`src/rtl/ahb_slave_itfc_gen.sv`:
```
// AHB slave interface for an AHB-to-APB bridge: one-hot region decode, a
// two-cycle ERROR response FSM and a PIPE_DEPTH-stage address/data/direction pipeline.
module ahb_slave_itfc_gen #(
    parameter int unsigned       ADDR_W      = 32,
    parameter int unsigned       DATA_W      = 32,
    parameter int unsigned       NUM_SLAVES  = 3,
    parameter logic [ADDR_W-1:0] BASE_ADDR   = ADDR_W'(32'h8000_0000),
    parameter logic [ADDR_W-1:0] REGION_SIZE = ADDR_W'(32'h0400_0000),
    parameter int unsigned       PIPE_DEPTH  = 2
) (
    input  logic                  Hclk,
    input  logic                  Hresetn,
    input  logic                  Hwrite,
    input  logic                  Hreadyin,
    input  logic [1:0]            Htrans,
    input  logic [ADDR_W-1:0]     Haddr,
    input  logic [DATA_W-1:0]     Hwdata,
    input  logic                  stall_in,
    output logic                  Hreadyout,
    output logic [1:0]            Hresp,
    output logic [ADDR_W-1:0]     Haddr_p,
    output logic [DATA_W-1:0]     Hwdata_p,
    output logic                  Hwritereg,
    output logic [NUM_SLAVES-1:0] tempselx,
    output logic                  valid
);

    // Extra headroom so BASE_ADDR + NUM_SLAVES*REGION_SIZE never wraps.
    localparam int unsigned       EXT_W   = ADDR_W + 4;
    localparam int unsigned       RS_LOG2 = $clog2(REGION_SIZE);
    localparam logic [EXT_W-1:0]  SPAN    = EXT_W'(NUM_SLAVES) * EXT_W'(REGION_SIZE);

    localparam logic [1:0] HTRANS_NONSEQ = 2'b10;
    localparam logic [1:0] HTRANS_SEQ    = 2'b11;
    localparam logic [1:0] HRESP_OKAY    = 2'b00;
    localparam logic [1:0] HRESP_ERROR   = 2'b01;

    typedef enum logic [1:0] {
        ST_IDLE = 2'd0,
        ST_ERR1 = 2'd1,
        ST_ERR2 = 2'd2
    } state_e;

    typedef struct packed {
        logic [ADDR_W-1:0] addr;
        logic [DATA_W-1:0] data;
        logic              write;
    } stage_t;

    state_e state_q, state_d;
    stage_t [PIPE_DEPTH-1:0] pipe_q, pipe_d;

    logic [EXT_W-1:0] offset;
    logic [EXT_W-1:0] region_idx;
    logic             mapped;
    logic             active;
    logic             is_idle;
    logic             err_start;
    logic             shift;

    // Region decode; the index is only formed once the address is known to be in range.
    always_comb begin
        offset     = EXT_W'(Haddr) - EXT_W'(BASE_ADDR);
        mapped     = (Haddr >= BASE_ADDR) && (offset < SPAN);
        region_idx = mapped ? (offset >> RS_LOG2) : '0;
        tempselx   = '0;
        for (int i = 0; i < int'(NUM_SLAVES); i++) begin
            tempselx[i] = mapped && (region_idx == EXT_W'(i));
        end
    end

    // Transfer qualification; an active unmapped transfer starts an error and never shifts.
    always_comb begin
        active    = Hreadyin && ((Htrans == HTRANS_NONSEQ) || (Htrans == HTRANS_SEQ));
        is_idle   = (state_q == ST_IDLE);
        err_start = is_idle && active && !mapped;
        shift     = is_idle && Hreadyin && !stall_in && !err_start;
        valid     = is_idle && active && mapped && !stall_in;
    end

    // Response FSM next state and outputs.
    always_comb begin
        state_d   = state_q;
        Hresp     = HRESP_OKAY;
        Hreadyout = 1'b1;
        unique case (state_q)
            ST_IDLE: begin
                Hreadyout = !stall_in;
                if (err_start) begin
                    state_d = ST_ERR1;
                end
            end
            ST_ERR1: begin
                Hresp     = HRESP_ERROR;
                Hreadyout = 1'b0;
                state_d   = ST_ERR2;
            end
            ST_ERR2: begin
                Hresp     = HRESP_ERROR;
                Hreadyout = 1'b1;
                state_d   = ST_IDLE;
            end
            default: state_d = ST_IDLE;
        endcase
    end

    // Pipeline next state: all stages move together or all hold.
    for (genvar g = 0; g < PIPE_DEPTH; g++) begin : g_pipe
        if (g == 0) begin : g_head
            assign pipe_d[g] = shift ? stage_t'{addr: Haddr, data: Hwdata, write: Hwrite}
                                     : pipe_q[g];
        end else begin : g_tail
            assign pipe_d[g] = shift ? pipe_q[g-1] : pipe_q[g];
        end
    end

    always_ff @(posedge Hclk or negedge Hresetn) begin
        if (!Hresetn) begin
            state_q <= ST_IDLE;
            pipe_q  <= '0;
        end else begin
            state_q <= state_d;
            pipe_q  <= pipe_d;
        end
    end

    assign Haddr_p   = pipe_q[PIPE_DEPTH-1].addr;
    assign Hwdata_p  = pipe_q[PIPE_DEPTH-1].data;
    assign Hwritereg = pipe_q[PIPE_DEPTH-1].write;

endmodule

```
`config.mk`:
```
export PLATFORM = sky130hd
export DESIGN_NAME = ahb_slave_itfc_gen
export DESIGN_NICKNAME = d
export VERILOG_FILES = /design/src/rtl/ahb_slave_itfc_gen.sv
export SDC_FILE = /design/constraint.sdc
export NUM_CORES = 1
export LEC_CHECK = 0
export CAP_MARGIN = 5
export CORE_ASPECT_RATIO = 0.75
export CORE_MARGIN = 4
export CORE_UTILIZATION = 30
export CTS_CLUSTER_DIAMETER = 120
export DETAILED_ROUTE_END_ITERATION = 7
export PLACE_DENSITY_LB_ADDON = 0.1
export SYNTH_ARGS = -nofsm -noshare
export SYNTH_HDL_FRONTEND = slang
export SYNTH_SLANG_ARGS = --single-unit
```
`constraint.sdc`:
```
create_clock -name Hclk -period 4.5 [get_ports Hclk]
set_clock_uncertainty 0.15 [all_clocks]
set_input_delay 0.45 -clock Hclk [delete_from_list [all_inputs] [get_ports Hclk]]
set_output_delay 0.45 -clock Hclk [all_outputs]
set_load 0.1 [all_outputs]
```
Word level (Yosys, flattened, before mapping)

Cells that the tools add are included.

Register bits: 132
Latch bits: 0
Memory bits (writable): 0
Memory bits (read-only): 0
Logic and storage cells: 41
Memories kept: 0

Add/sub/neg operators: 1
Multipliers: 0
Div/mod/pow operators: 0
Magnitude comparators: 2
Equality and inequality tests: 7
Shifts and indexed selects: 0
Mux-type cells: 5
Bitwise logic cells: 0
Reductions and logical operators: 19

Operators with widths:

| kind                     | count |
|---|---|
| $logic_not A36 Y1        | 1 |
| $lt A36 B28 Y1 const B   | 1 |
| $sub A32 B32 Y33 const B | 1 |
| $ge A32 B32 Y1 const B   | 1 |
| $logic_and A1 B1 Y1      | 12 |
| $eq A10 B1 Y1 const B    | 1 |
| $eq A10 B2 Y1 const B    | 1 |
| $mux W10                 | 1 |
| $eq A2 B2 Y1 const B     | 3 |
| $pmux W2 S2              | 1 |
| $logic_not A1 Y1         | 3 |
| $eq A2 B1 Y1 const B     | 1 |
| $logic_not A2 Y1         | 1 |
| $mux W2                  | 1 |
| $ne A2 B1 Y1 const B     | 1 |
| $pmux W1 S2              | 1 |
| $reduce_or A2 Y1         | 1 |
| $logic_or A1 B1 Y1       | 1 |
| $mux W1                  | 1 |

Logic depth before layout (Yosys ltp)

Gate-level depths: netlist of run 1.

Depth after elaboration: 7
Gate-level depth with buffers: 8
Depth with buffers taken out: 6

Worst setup path after synthesis of run 1

OpenSTA, ideal clock, no wires.

Path type: in2out
Start point: input port Haddr[28]
End point: output port valid
Arrival: 3.941 ns
Required time: 3.900 ns
Setup slack: -0.041 ns
Cell stages on the path: 2
Path buffers: 0
Cell sequence: or4b_4 > nor4_1

Longest elaborated chain between the ends: 5

Ends and longest elaborated chain:

| what                                 | line | RTL |
|---|---|---|
| start: declaration                   | 16   | `input logic [ADDR_W-1:0] Haddr,` |
| $sub A32 B32 Y33                     | 63   | `offset = EXT_W'(Haddr) - EXT_W'(BASE_ADDR);` |
| $lt A36 B28 Y1                       | 64   | `mapped = (Haddr >= BASE_ADDR) && (offset < SPAN);` |
| $logic_and A1 B1 Y1 (*)              | 64   |  |
| $logic_and A1 B1 Y1 (*) (2 in a row) | 78   | `valid = is_idle && active && mapped && !stall_in;` |
| end: declaration                     | 25   | `output logic valid` |

Mark *: on every way between the ends. The rest lies on a longest branch, timed or not.

Worst setup path after layout of run 1

Start point: register state_q[1]
End point: output port Hreadyout

Longest elaborated chain between the ends: 2

Ends and longest elaborated chain:

| what                                             | line | RTL |
|---|---|---|
| start: declaration                               | 50   | `state_e state_q, state_d;` |
| start signal: assignment                         | 122  | `state_q <= state_d;` |
| $eq A2 B1 Y1 or $logic_not A2 Y1 (tied branches) | 86   | `unique case (state_q)` |
| $pmux W1 S2 (*)                                  | 86   |  |
| end: declaration                                 | 19   | `output logic Hreadyout,` |

Marks and branches as above.

==> run_results.csv, run 1 <==
group,metric,value,unit
place,io_buffers,140,
cts,cts.sinks,132,
critical_path,cp_cell_sequence,"inv_1, ha_1, mux2i_1, clkdlybuf4s50_1",
min_path,hold_depth,1,
yosys,avgSynthCellArea,16.4,sq um
cts,cts_buffer_depth,2,
critical_path,rr_worst_depth,7,
yosys,async_flop_share,1.00,
place,place_hpwl,7.02,mm
drt,vias,2922,
yosys,yosysTopAreaCell,"dfrtp_1",
cts,cts.clk_slew.worst_paths,0.06,ns
grt,grtUsageTotal,0.101,
die,die_h,130,microns
drt,drc,0,
critical_path,crit_slowest_cell,"clkdlybuf4s50_1",
die,rows,44,
cts,cts_inserted_buffers,17,
timing,fin_setup_tns,0,ns
yosys,syn_inst,361,
critical_path,crit_buf_inv,2,
drt,drt_iter0_markers,89,
grt,antenna_found_initial,0,
critical_path,crit_family,"buffers and inverters",
min_path,holdPathEnd,"Haddr_p[11]$_DFFE_PN0P_",
critical_path,reg2reg_slack,1.56,ns
final_layout,nNetsFinal,520,
grt,overflow,0,
drt,antenna_left,0,
critical_path,worstSetupPathType,"reg2out",
yosys,synth_top_area_share,0.557,
cts,cts_root_buf,"clkbuf_16",
die,die_x,170,microns
drt,wl,10.7,mm
timing,max_freq,319,MHz
drt,drt-wirelength-per-cell,15.0,microns
timing,finalSetupViolations,0,
status,run_status,"complete, no violations",
drt,dr.pass1.iters,4,
yosys,ys_seq_area_frac,0.557,
timing,fin_ws,1.36,ns
timing,rsz0062_at_grt,"false",
cts,cts_setup_buffers,0,
yosys,synth.most_common_cell,"dfrtp_1",
final_layout,fill_cells,1791,
yosys,yosys-top-cells-area,"dfrtp_1 (56%), mux2_4 (25%), buf_4 (8.2%)",
timing,tightest_slew,1.10,ns
place,place.gp.congestion,0.699,
yosys,synth_edf_count,0,
min_path,hp-start,"pipe_q[44]$_DFFE_PN0P_",
critical_path,r2r_end,"Hwdata_p[9]$_DFFE_PN0P_",
grt,grt_pass1_vias,3253,
place,place_ws,1.17,ns
final_layout,area_growth_syn_to_layout,29.6,%
die,die-area,22100,sq um
cts,htree_levels,4,
yosys,syn-num-nets,435,
drt,post_drt_via_cell_ratio,4.11,
final_layout,fin_area,7680,sq um
critical_path,worstSetupStartpoint,"state_q[1]$_DFFE_PN0P_",
timing,hold_viol,0,
timing,post-route-min-period,3.14,ns
timing,post-route-period-util,0.697,
final_layout,antenna_cells,0,
min_path,hold_path.class,"reg2reg",
critical_path,worstPathRequired,3.90,ns
job,cap_viol_max_count,0,
timing,relSlewSlack,0.264,
grt,grt_pass1_wl,17.4,mm
timing,finalMaxSlewViolations,0,
cts,clk-insertion-delay-late,0.40,ns
yosys,synth-seq-cells,132,
critical_path,path_max_fanout,5,
final_layout,drive_gt1_frac,0.378,
grt,grt_max_degree,66,
die,io_pins,143,
cts,cts_resized,0,
yosys,yosys-top-cells-count,"dfrtp_1 (132), mux2_4 (100), buf_4 (65)",
critical_path,slowest_delay,1.15,ns
place,dpl-instance-area,7060,sq um
yosys,syn_area,5930,sq um
yosys,synthFlopType,"dfrtp_1",
critical_path,end_kind,"output port",
critical_path,reg2reg_from,"state_q[1]$_DFFE_PN0P_",
cts,cts_tree,"done",
yosys,synth_cell_type_count,19,
yosys,yosysWarnings,0,
critical_path,start_kind,"flop",
die,core-area,19400,sq um
critical_path,worstSetupPathDepth,4,
die,start_util,0.306,
critical_path,arrival,2.54,ns
==> cells by family after synthesis <==
logic type	count (synthesis)	share of synthesized area
compound gates	1	0.00190
fa+ha+maj	3	0.00633
simple gates	11	0.0131
flops	132	0.557
other cells	1	0.000633
mux	132	0.314
buf+inv	81	0.107
==> sequential cells by signal (all words and copies together) (netlist names) <==
register   cells
Hwdata_p      32
Haddr_p       32
pipe_q        65
Hwritereg      1
state_q        2
==> worst reg2reg max path: cells and delay by family, from the launching register on <==
kind                     cells  cell delay (ns)
AO/OA/AOI/OAI                1             0.26
multiplexers                 1             0.42
AND/OR/NAND/NOR              2             0.36
buffers and inverters        2             0.97
adder cells (fa/ha/maj)      1             0.30
flip-flops                   1             0.37
==> routing by layer <==
layer  up-vias  track usage  part of all wire
met2        96        0.143              0.41
met5         -            0                 0
met1      1471        0.131              0.48
met4         0       0.0366             0.012
met3         9       0.0563             0.096
li1       1346            -                 -
==> area by class of cell <==
type	instances	area, sq um	share of cell area
clock buffer	19	433	0.0564
clock inverter	12	183	0.0238
inverter	2	7.51	0.000977
multi-input combinational	148	2010	0.261
sequential	132	3300	0.430
tap	253	317	0.0412
timing repair buffer	145	1430	0.187
==> timing repair <==
action | 4_1_cts | 5_1_grt
setup endpoints to repair | 0 | 0
hold buffers | 1 | 0
hold endpoints to repair | 63 | 0
==> worst max path at each step <==
stage	endpoint	slack, ns
final	Hreadyout	1.36
after global placement	pipe_q[44]$_DFFE_PN0P_	1.19
after global routing	Hreadyout	1.23
after floorplan	tempselx[2]	0.64
after detailed placement	Haddr_p[9]$_DFFE_PN0P_	1.17
after CTS	Hreadyout	1.32
==> metrics by stage <==
stage	hold WS, ns	std cells	utilization
global placement	0.332	679	0.364
global route	0.367	711	0.396
detailed placement	0.340	679	0.364
finish	0.350	711	0.396
floorplan	0.00441	361	-
CTS	0.355	711	0.396
==> cells in the final DEF, fill, tap and decap left out <==
cell type        instances
nand2_1                  3
clkinv_4                 4
buf_4                    8
conb_1                   1
and2_1                   1
clkinvlp_4               3
clkinv_2                 1
o21bai_2                 1
mux2_4                 100
or4b_4                   1
mux2_2                  31
nand4b_4                 1
dlygate4sd3_1            1
nand3_1                  1
ha_1                     3
nor3_1                   1
clkbuf_1                 2
nor3b_1                  2
nor4_2                   1
buf_6                    1
bufinv_16                4
mux2i_1                  1
clkbuf_16               17
dfrtp_1                132
inv_1                    2
clkdlybuf4s50_1        135
Power of run 1 is not shown: default switching activity piles up to over one toggle a cycle in this logic, so the estimate is an artifact.
==> inputs of run 2 (changes only) <==
==> constraint.sdc (replaced) <==
create_clock -name Hclk -period 2.63 [get_ports Hclk]
set_clock_uncertainty 0.15 [all_clocks]
set_input_delay 0.263 -clock Hclk [delete_from_list [all_inputs] [get_ports Hclk]]
set_output_delay 0.263 -clock Hclk [all_outputs]
set_load 0.1 [all_outputs]
==> run 2 against run 1 <==
  * First-iteration DRC count increased by 52%
  * Critical path depth increased by 1
  * Largest cell class unchanged
  * Critical path type is now in2out
  * Global-route usage increased by 0.21 points
  * Worst hold slack got worse by 0.18 ns
  * Sequential cell count unchanged
  * Critical endpoint is now valid
  * Non-clock buffer count increased by 5
  * Sequential share of layout area increased by 0.15 points
  * Design area decreased by 0.36%
==> run_results.csv, run 2 (synthesis results as in run 1) <==
group,metric,value,unit
die,start_util,0.306,
cts,cts_root_buf,"clkbuf_16",
timing,tightest_slew,0.507,ns
drt,wl,10.8,mm
final_layout,antenna_cells,0,
drt,post_drt_via_cell_ratio,4.05,
critical_path,end_kind,"output port",
die,core-area,19400,sq um
timing,post-route-period-util,0.928,
timing,hold_viol,0,
final_layout,final_common_cell,"dfrtp_1",
grt,grt_use_met1,0.134,
cts,cts_buffer_depth,2,
place,place.gp.congestion,0.690,
status,run_status,"complete, no violations",
critical_path,worstSetupPathType,"in2out",
final_layout,drive_gt1_frac,0.539,
cts,cts_tree,"done",
final_layout,largest_reg_flops,65,
critical_path,reg2reg_slack,0.42,ns
critical_path,reg2reg_from,"state_q[0]$_DFFE_PN0P_",
final_layout,nNetsFinal,525,
grt,met2_usage,0.145,
critical_path,cp_cell_sequence,"clkdlybuf4s50_1, or4b_4, buf_4, nor4_2, buf_12",
critical_path,crit_slowest_cell,"or4b_4",
final_layout,layout_common_cells,"dfrtp_1 (132), mux2_4 (100), buf_4 (73), clkdlybuf4s50_1 (68), mux2_2 (31)",
die,die_h,130,microns
place,io_buffers,140,
drt,dr.pass1.iters,4,
critical_path,start_kind,"input port",
grt,grt_use_met3,0.0536,
final_layout,fill_cells,1820,
grt,grtUsageTotal,0.103,
die,die-area,22100,sq um
die,rows,44,
critical_path,worstPathRequired,2.22,ns
final_layout,area_growth_syn_to_layout,29.1,%
timing,relSlewSlack,0.662,
min_path,hold_path.class,"in2async",
drt,drt_iter0_markers,135,
critical_path,crit_buf_inv,3,
critical_path,worstSetupStartpoint,"Haddr[28]",
critical_path,path_max_fanout,4,
cts,cts.clk_slew.worst_paths,0.06,ns
timing,finalSetupViolations,0,
critical_path,arrival,2.03,ns
die,io_pins,143,
timing,max_freq,410,MHz
cts,cts_inserted_buffers,17,
grt,overflow,0,
cts,cts_resized,0,
critical_path,slowest_delay,0.56,ns
drt,vias,2897,
drt,drc,0,
grt,grt_pass1_wl,17.7,mm
cts,cts.sinks,132,
die,die_x,170,microns
grt,grt_pass1_vias,3253,
drt,drt-wirelength-per-cell,15.1,microns
drt,antenna_left,0,
cts,htree_levels,4,
timing,fin_setup_tns,0,ns
timing,post-route-min-period,2.44,ns
critical_path,crit_family,"simple AND/OR/NAND/NOR gates",
timing,rsz0062_at_grt,"false",
critical_path,r2r_end,"Haddr_p[6]$_DFFE_PN0P_",
job,cap_viol_max_count,0,
grt,antenna_found_initial,0,
critical_path,rr_worst_depth,7,
grt,grt_max_degree,67,
timing,finalMaxSlewViolations,0,
cts,clk-insertion-delay-late,0.41,ns
place,place_hpwl,7.14,mm
grt,busiest_layer,"met2",
final_layout,largest_register,"pipe_q",
[run 2: how the worst max path moves through the flow]
stage	slack, ns	depth (start not counted)	to
3_5_place_dp	-0.009	6	pipe_q[45]$_DFFE_PN0P_
6_report	0.19	5	valid
4_1_cts	0.17	5	valid
3_3_place_gp	0.02	6	pipe_q[47]$_DFFE_PN0P_
5_1_grt	0.16	5	valid
2_1_floorplan	-0.38	2	valid
[run 2: timing repair]
action	4_1_cts	5_1_grt
hold buffers	1	0
buffers inserted	0	0
hold endpoints to repair	51	0
[run 2: stage by stage]
stage	cell area (sq um)	utilization	hold WS (ns)	setup WS, ns	instances
2_1_floorplan	5950	-	-0.183	-0.382	361
3_3_place_gp	7030	0.363	0.0410	0.0249	684
3_5_place_dp	7030	0.363	0.0456	-0.00890	684
4_1_cts	7650	0.395	0.159	0.169	715
5_1_grt	7650	0.395	0.186	0.160	715
6_report	7650	0.395	0.167	0.190	715
[run 2: metal layers]
layer	share of wire	vias up	wire length, microns
li1	-	1347	-
met1	0.47	1448	5050
met2	0.43	93	4620
met3	0.094	9	1020
met4	0.013	0	142
met5	0	-	0
[run 2: worst reg2reg max path, cell delays in order (launching register included)]
cell      delay (ns)
dfrtp_1         0.41
inv_1           0.07
ha_1            0.17
nand3_1         0.10
o21bai_2        0.24
nand4b_4        0.14
buf_12          0.35
mux2_2          0.47
[run 2: final cells by class]
class                   count  area [sq um]  area share
flip-flops and latches    132          3300       0.432
inverters                   2          7.51    0.000981
well taps                 253           317      0.0414
clock buffers              18           429      0.0561
clock inverters            12           183      0.0239
multi-input cells         148          2020       0.265
repair buffers            150          1390       0.182
Power of run 2 is left out for the same reason.
